File: config.mk
export PLATFORM = sky130hd
export DESIGN_NAME = seq_mult32
export DESIGN_NICKNAME = d
export VERILOG_FILES = /design/src/rtl/seq_mult32.sv
export SDC_FILE = /design/constraint.sdc
export NUM_CORES = 1
export LEC_CHECK = 0
export ABC_AREA = 1
export BUFFER_PORTS_ARGS = -buffer_cell sky130_fd_sc_hd__buf_2
export CORE_MARGIN = 4
export CORE_UTILIZATION = 52
export DETAILED_ROUTE_END_ITERATION = 16
export HOLD_SLACK_MARGIN = 0.02
export PLACE_DENSITY = 0.75
export RECOVER_POWER = 100
export SLEW_MARGIN = 10
export SYNTH_ARGS = -nofsm -noshare
export SYNTH_HDL_FRONTEND = slang
export SYNTH_SLANG_ARGS = --single-unit
File: constraint.sdc
create_clock -name clk -period 4.9 [get_ports clk]
set_input_delay 0.49 -clock clk [delete_from_list [all_inputs] [get_ports clk]]
set_output_delay 0.49 -clock clk [all_outputs]
set_load 0.01 [all_outputs]
File: src/rtl/seq_mult32.sv
//-----------------------------------------------------------------------------
// seq_mult32 -- iterative shift-and-add unsigned multiplier.
//
// Accepts a WIDTH-bit multiplicand/multiplier pair over a valid/ready
// handshake. It runs WIDTH add/shift iterations and then presents the
// 2*WIDTH-bit product over a second valid/ready handshake.
//
// Optional build macro:
//   SEQ_MULT_ZERO_SKIP_EN - when defined, a zero operand bypasses CALC and
//                           the block goes straight to DONE with product 0.
//
// FSM states
//   state | meaning
//   ------+------------------------------------------------------------
//   IDLE  | waiting for operands, in_ready high, product holds last value
//   CALC  | one add/shift iteration per cycle, cnt counts down to 0
//   DONE  | out_valid high, product held until out_ready
//-----------------------------------------------------------------------------
`timescale 1ns/1ps

module seq_mult32 #(
    parameter int WIDTH = 32,
    parameter int CNT_W = 6      // 2**CNT_W must exceed WIDTH
) (
    input  logic                 clk,
    input  logic                 rst,
    input  logic                 in_valid,
    output logic                 in_ready,
    input  logic [WIDTH-1:0]     a,
    input  logic [WIDTH-1:0]     b,
    output logic                 out_valid,
    input  logic                 out_ready,
    output logic [2*WIDTH-1:0]   product,
    output logic                 busy
);

    typedef enum logic [1:0] {
        IDLE = 2'd0,
        CALC = 2'd1,
        DONE = 2'd2
    } state_t;

    state_t               state_q, state_d;
    logic [WIDTH-1:0]     m_q, m_d;
    logic [WIDTH-1:0]     a_q, a_d;
    logic [WIDTH-1:0]     q_q, q_d;
    logic                 c_q, c_d;
    logic [CNT_W-1:0]     cnt_q, cnt_d;
    logic [2*WIDTH-1:0]   product_q, product_d;

    // Partial-product addition: accumulator plus multiplicand when the current
    // multiplier bit is set. C is cleared after every shift, so it enters the
    // adder as a zero carry-in and the true carry-out lives in sum[WIDTH].
    logic [WIDTH:0]       addend;
    logic [WIDTH:0]       sum;

    // Adder feeding the shift stage
    always_comb begin
        addend = q_q[0] ? {1'b0, m_q} : '0;
        sum    = {1'b0, a_q} + addend + {{WIDTH{1'b0}}, c_q};
    end

    // State and datapath registers, asynchronously cleared
    always_ff @(posedge clk or posedge rst) begin
        if (rst) begin
            state_q   <= IDLE;
            m_q       <= '0;
            a_q       <= '0;
            q_q       <= '0;
            c_q       <= 1'b0;
            cnt_q     <= '0;
            product_q <= '0;
        end else begin
            state_q   <= state_d;
            m_q       <= m_d;
            a_q       <= a_d;
            q_q       <= q_d;
            c_q       <= c_d;
            cnt_q     <= cnt_d;
            product_q <= product_d;
        end
    end

    // Next-state and datapath update
    always_comb begin
        state_d   = state_q;
        m_d       = m_q;
        a_d       = a_q;
        q_d       = q_q;
        c_d       = c_q;
        cnt_d     = cnt_q;
        product_d = product_q;

        case (state_q)
            IDLE: begin
                if (in_valid) begin
                    m_d     = a;
                    q_d     = b;
                    a_d     = '0;
                    c_d     = 1'b0;
                    cnt_d   = CNT_W'(WIDTH - 1);
                    state_d = CALC;
`ifdef SEQ_MULT_ZERO_SKIP_EN
                    if ((a == '0) || (b == '0)) begin
                        state_d   = DONE;
                        product_d = '0;
                    end
`endif
                end
            end

            CALC: begin
                // {C,A,Q} >> 1 with {C,A} = sum: carry lands in A's MSB,
                // the adder's LSB moves into Q's MSB, and C is cleared.
                a_d = sum[WIDTH:1];
                q_d = {sum[0], q_q[WIDTH-1:1]};
                c_d = 1'b0;
                if (cnt_q == '0) begin
                    state_d   = DONE;
                    product_d = {sum[WIDTH:1], sum[0], q_q[WIDTH-1:1]};
                end else begin
                    cnt_d = cnt_q - 1'b1;
                end
            end

            DONE: begin
                if (out_ready) begin
                    state_d = IDLE;
                end
            end

            default: begin
                state_d = IDLE;
            end
        endcase
    end

    // Handshake and status outputs decoded from the state
    always_comb begin
        in_ready  = 1'b0;
        out_valid = 1'b0;
        busy      = 1'b0;
        case (state_q)
            IDLE:    in_ready  = 1'b1;
            CALC:    busy      = 1'b1;
            DONE: begin
                out_valid = 1'b1;
                busy      = 1'b1;
            end
            default: in_ready  = 1'b0;
        endcase
    end

    assign product = product_q;

endmodule

# Word-level counts from Yosys, hierarchy flattened
# Index checks and enable logic that the tools add are counted.
dict set report op_classes {
  n_eq_ne 6
  mux 17
  reduce_logical 9
  addsub 3
}
# cell count
set op_table {}
lappend op_table {{one-hot mux 32 bit (2 select lines)} 2}
lappend op_table {{two-way mux 32 bit} 3}
lappend op_table {{adder 32 x 32 -> 33 bit} 1}
lappend op_table {{adder 33 x 1 -> 33 bit} 1}
lappend op_table {{two-way mux 6 bit} 2}
lappend op_table {{one-hot mux 6 bit (2 select lines)} 1}
lappend op_table {{!= test 2 bit (second input constant)} 4}
lappend op_table {{zero test 6 bit} 1}
lappend op_table {{two-way mux 2 bit} 3}
lappend op_table {{one-hot mux 2 bit (3 select lines)} 1}
lappend op_table {{AND reduction 2 bit} 3}
lappend op_table {{AND reduction 3 bit} 2}
lappend op_table {{subtractor 6 x 1 -> 6 bit (second input constant)} 1}
lappend op_table {{two-way mux 1 bit} 4}
lappend op_table {{== test 2 x 1 -> 1 bit (second input constant)} 1}
lappend op_table {{== test 2 bit (second input constant)} 1}
lappend op_table {{zero test 2 bit} 1}
lappend op_table {{one-hot mux 1 bit (2 select lines)} 1}
lappend op_table {{nonzero test 2 bit} 1}
lappend op_table {{OR reduction 2 bit} 1}
dict set report totals {
  word_cells 42
  output_inout_bits 67
  input_bits 68
  ff_bits 169
}

# Depth between registers and ports, before layout
dict set report depth {
  depth_word 4
  mapped_depth 18
  mapped_depth_nobuf 16
}

# Least setup slack after synthesis
# OpenSTA, ideal clock, no wires.
dict set report synth_timing {
  path_type {reg-to-reg}
  start {reg q_q[0]}
  end {reg product_q[59], in the netlist product[59]}
  required_ps 4782
  setup_slack_ps 2567
  path_stages_with_launch 18
  setup_ps 118
  synth_period_minus_slack_ps 2333
  arrival_time_ps 2216
  path_cell_list {dfrtp_1 > clkbuf_1 > clkbuf_1 > nand2_1 > inv_1 > ha_1 > inv_1 > fa_1 > inv_1 > nand3_1 > nand3_1 > nand3_1 > nand3_1 > nand2_1 > nand2_1 > nand2_1 > nand3_1 > nand2_1}
}
dict set report synth_between {
  elab_chain_len 3
}
# item line_no
set synth_lines {}
lappend synth_lines {{start: declaration} 46} ;# logic [WIDTH-1:0] q_q, q_d;
lappend synth_lines {{start signal: assignment} 77} ;# q_q <= q_d;
lappend synth_lines {{two-way mux 32 bit} 59} ;# addend = q_q[0] ? {1'b0, m_q} : '0;
lappend synth_lines {{adder 32 x 32 -> 33 bit} 60} ;# sum = {1'b0, a_q} + addend + {{WIDTH{1'b0}}, c_q};
lappend synth_lines {{adder 33 x 1 -> 33 bit} 60}
lappend synth_lines {{end signal: assignment} 80} ;# product_q <= product_d;
lappend synth_lines {{end: declaration} 49} ;# logic [2*WIDTH-1:0] product_q, product_d;
# Every way passes these cells.
# A chain may end at the register's enable or synchronous reset.

# Final worst setup path
dict set report layout_timing {
  start {reg state_q[0]}
  end {reg a_q[4]}
}
dict set report layout_between {
  elab_chain_len 3
  elab_cells_between_ends 6
}
# item line_no
set layout_lines {}
lappend layout_lines {{start: declaration} 43} ;# state_t state_q, state_d;
lappend layout_lines {{start signal: assignment} 74} ;# state_q <= state_d;
lappend layout_lines {{== test 2 x 1 -> 1 bit / zero test 2 bit (equally long branches)} 94} ;# case (state_q)
lappend layout_lines {{nonzero test 2 bit (no source line) / != test 2 bit (equally long branches)} n/a}
lappend layout_lines {{AND reduction 2 bit (no source line)} n/a}
lappend layout_lines {{end signal: assignment} 68} ;# a_q <= '0;
lappend layout_lines {{end signal: assignment} 76} ;# a_q <= a_d;
lappend layout_lines {{end: declaration} 45} ;# logic [WIDTH-1:0] a_q, a_d;
# Parallel ways exist; a longest one is shown, timed or not.

==> impl_results.md <==
* Status: finished, violations left
* Failing checks: max-capacitance violations, max-slew violations
* First-pass GRT wire length at 38960 um
* Post-DRT Antenna Nets at 0
* Register area share after synthesis at 0.4453
* Die Ht at ~140 um
* Fillers at between 1500 and 2000
* Reg clk slew, reported paths at about 0.080 ns
* Fmax at between 0.2 and 0.3 GHz
* Switching share of power at 0.4371
* H-tree levels at 4
* Comb pwr share at 0.428
* MaxCap Viol Count at 3
* Share of layout cells above drive strength 1 at 0.08875
* Post-synth EDFFs at 0
* Yosys warnings at 0
* FF+latch count, synth at 168
* Synthesized area per cell at about 7.3 um^2
* Endpoints failing hold at 0
* Cell variety after synth at 39
* Post-placement cell area at 0.01025 mm^2
* Final cell utilization of the core at 0.5985
* Nets at 1524
* Area growth, synth to finish at 13.48%
* Vias/cell at between 4 and 5
* Fin Setup TNS at 0 ns
* CP startpoint kind: register
* Final-report setup violation count at 0
* Antenna violations before repair at 0
* Routability congestion estimate at around 0.95
* Layout Cells excl Fill at ~1700
* Post-CTS setup buffer count at 0
* CP Class: reg -> reg
* Relative slew slack at -0.8944
* Post-Syn Nets at approximately 1400
* Initial Util at 0.5274
* Largest net degree at the start of global routing at ~90
* Clock skew at 0.01550 ns
* DR pass1 iterations at 6
* I/O Pins at 135
* Hpwl dp at between 15000 and 20000 um
* DP Worst Slack at between 1.5 and 2 ns
* Top cell type's share of synthesized area at 0.4453
* Unrepaired setup endpoints after global routing: false
* Core area at around 0.018 mm^2
* Worst Tran Pin Value at around 2.8 ns
* Final cycle utilization of the critical path at 0.7754
* Clock Latency Late Sink at about 0.45 ns
* Internal at about 3.3 mW
* Min Tclk post-route at approximately 3.8 ns
* DR iter-0 viols at around 600
* Vias in the first global route at about 8000
* Top_reg_cell synth: dfrtp_1
* Pleak at slightly above 6 nW
* Critical Path RT at between 5 and 6 ns
* # hold bufs at CTS at 0
* Sequential power share at 0.337
* Die area at roughly 0.020 mm^2
* Power Dens Cells at around 540 mW/mm^2
* Cell Area, Synth at roughly 0.0094 mm^2
* Detailed Route WL at between 20000 and 25000 um
* Switching power at 2.528 mW
* Final Cell Area at 0.01071 mm^2
* Pwr Total at just under 6 mW
* Row count at a little under 50
* Clk pwr share at 0.235
* Clk root buf: clkbuf_16
* Cell Count Post-Placement at around 1600
* Syn Inst Count at 1300
* Routed WL per cell at around 14 um
* CTS sink count at between 150 and 200
* Type of element capturing the critical path: register
* Vias at slightly above 8000
* Peak fanout along the critical path at around 70
* Die W at ~140 um
* Setup ws final at approximately 1.1 ns
* Hold WS at around 0.23 ns
* Global route overflow at 0
* Diode count at 0
* Hold crit path type: in -> async
* Slew Viols, Final at ~180
* CTS tree: yes
* Maximum clock insertion buffer count at 2
* Synth top area cells: dfrtp_1 45%, nand2_1 21%, inv_1 7.8%
* Post-cts sizing count at 0
* Top cell type by total area after synthesis: dfrtp_1
* CTS buffer count at 17
* Tot GR Track Use at 0.2385
* Worst endpoint data arrival time at between 4 and 5 ns
* Async set-reset flop share out of synthesis at 1.000
* Port bufs at between 100 and 150
* DRC viols at 0
* Max VDD drop at 496.6 uV
## worst max-delay path: stages (launching register included)
cell	delay, ns
dfrtp_1	0.37
inv_1	0.07
ha_1	0.27
nand2_1	0.08
clkbuf_1	1.33
o21ai_4	0.07
buf_4	0.38
inv_1	0.88
nand2_1	0.08
o21ai_0	0.14
## power groups by stage
stage | combinational (mW) | clock [mW] | sequential, mW
final | 2.47 | 1.36 | 1.95
after global routing | 2.84 | 1.44 | 1.99
after CTS | 2.50 | 1.39 | 1.95
after detailed placement | 2.49 | 0 | 1.97
after global placement | 2.40 | 0 | 1.96
after floorplan | 1.97 | 0 | 1.90
## path summary, 6_finish.rpt
check | start | endpoint | slack, ns | cells past startpoint
max | state_q[0] | a_q[4] | 1.10 | 9
min | rst | q_q[30] | 0.23 | 2
max reg2reg | state_q[0] | a_q[4] | 1.10 | 9
min reg2reg | product[33] | product[33] | 0.48 | 2
max in group asynchronous | rst | product[50] | 1.52 | 3
min in group clk | a[26] | m_q[26] | 0.23 | 3
## cells by family after synthesis
| group | count (synthesis) | synth area share |
|---|---|---|
| buffers and inverters | 242 | 0.1040 |
| adders and majority gates | 38 | 0.05115 |
| AOI/OAI and AO/OA | 152 | 0.09356 |
| xor gates and xnor gates | 14 | 0.01378 |
| DFF | 168 | 0.4453 |
| and+or+nand+nor | 686 | 0.2922 |
## flip-flops by register name, summed over array words and instances (netlist names)
register / count
a_q: 32
product: 64
q_q: 32
cnt_q: 6
m_q: 32
state_q: 2
## Yosys cell counts (2+ instances only)
cell type,number
clkbuf_1,21
buf_6,8
dfrtp_1,168
nand3_1,63
nand3b_1,5
xnor2_1,8
ha_1,37
nor3_1,5
nand2_1,540
nor2_2,3
nand2_2,10
nand4_1,3
o21ai_2,7
buf_1,5
o21ai_0,56
inv_2,3
inv_1,196
o21bai_1,2
o211ai_1,31
buf_2,8
xor2_1,5
o21ai_1,27
nor2_1,50
a21oi_1,24
## cell type report
| type | count | area, um^2 | area share |
|---|---|---|---|
| multi-input combinational | 890 | 4240 | 0.3958 |
| sequential | 168 | 4204 | 0.3924 |
| inverter | 199 | 749.5 | 0.06995 |
| timing repair buffer | 142 | 633.1 | 0.05909 |
| clock buffer | 17 | 425.4 | 0.03971 |
| tap | 229 | 286.5 | 0.02674 |
| clock inverter | 15 | 175.2 | 0.01635 |
## routing by layer
layer,share of wire,track usage,vias to the layer above
met2,0.47,0.3867,163
met1,0.48,0.3312,3803
met5,0,0,-
met4,0.015,0.06953,0
li1,-,-,4238
met3,0.039,0.04186,29
## cell usage in the layout, fill, tap and decap left out, types with 2 or more instances in the layout
cell,netlist,layout
nor3_1,5,5
nand4_1,3,3
clkinv_2,0,2
buf_2,8,67
nand2_1,540,540
nand3b_1,5,5
ha_1,37,37
inv_1,196,196
o21bai_1,2,2
o211ai_1,31,31
dfrtp_1,168,168
o21ai_0,56,88
a21oi_1,24,24
xnor2_1,8,8
nand2_2,10,10
inv_6,0,4
nor2_1,50,50
clkbuf_16,0,17
clkbuf_1,21,70
inv_8,0,4
nor2_2,3,3
nand3_1,63,63
clkinv_8,0,5
xor2_1,5,5
buf_4,1,4
No activity file was read; power rests on OpenSTA's default activity.
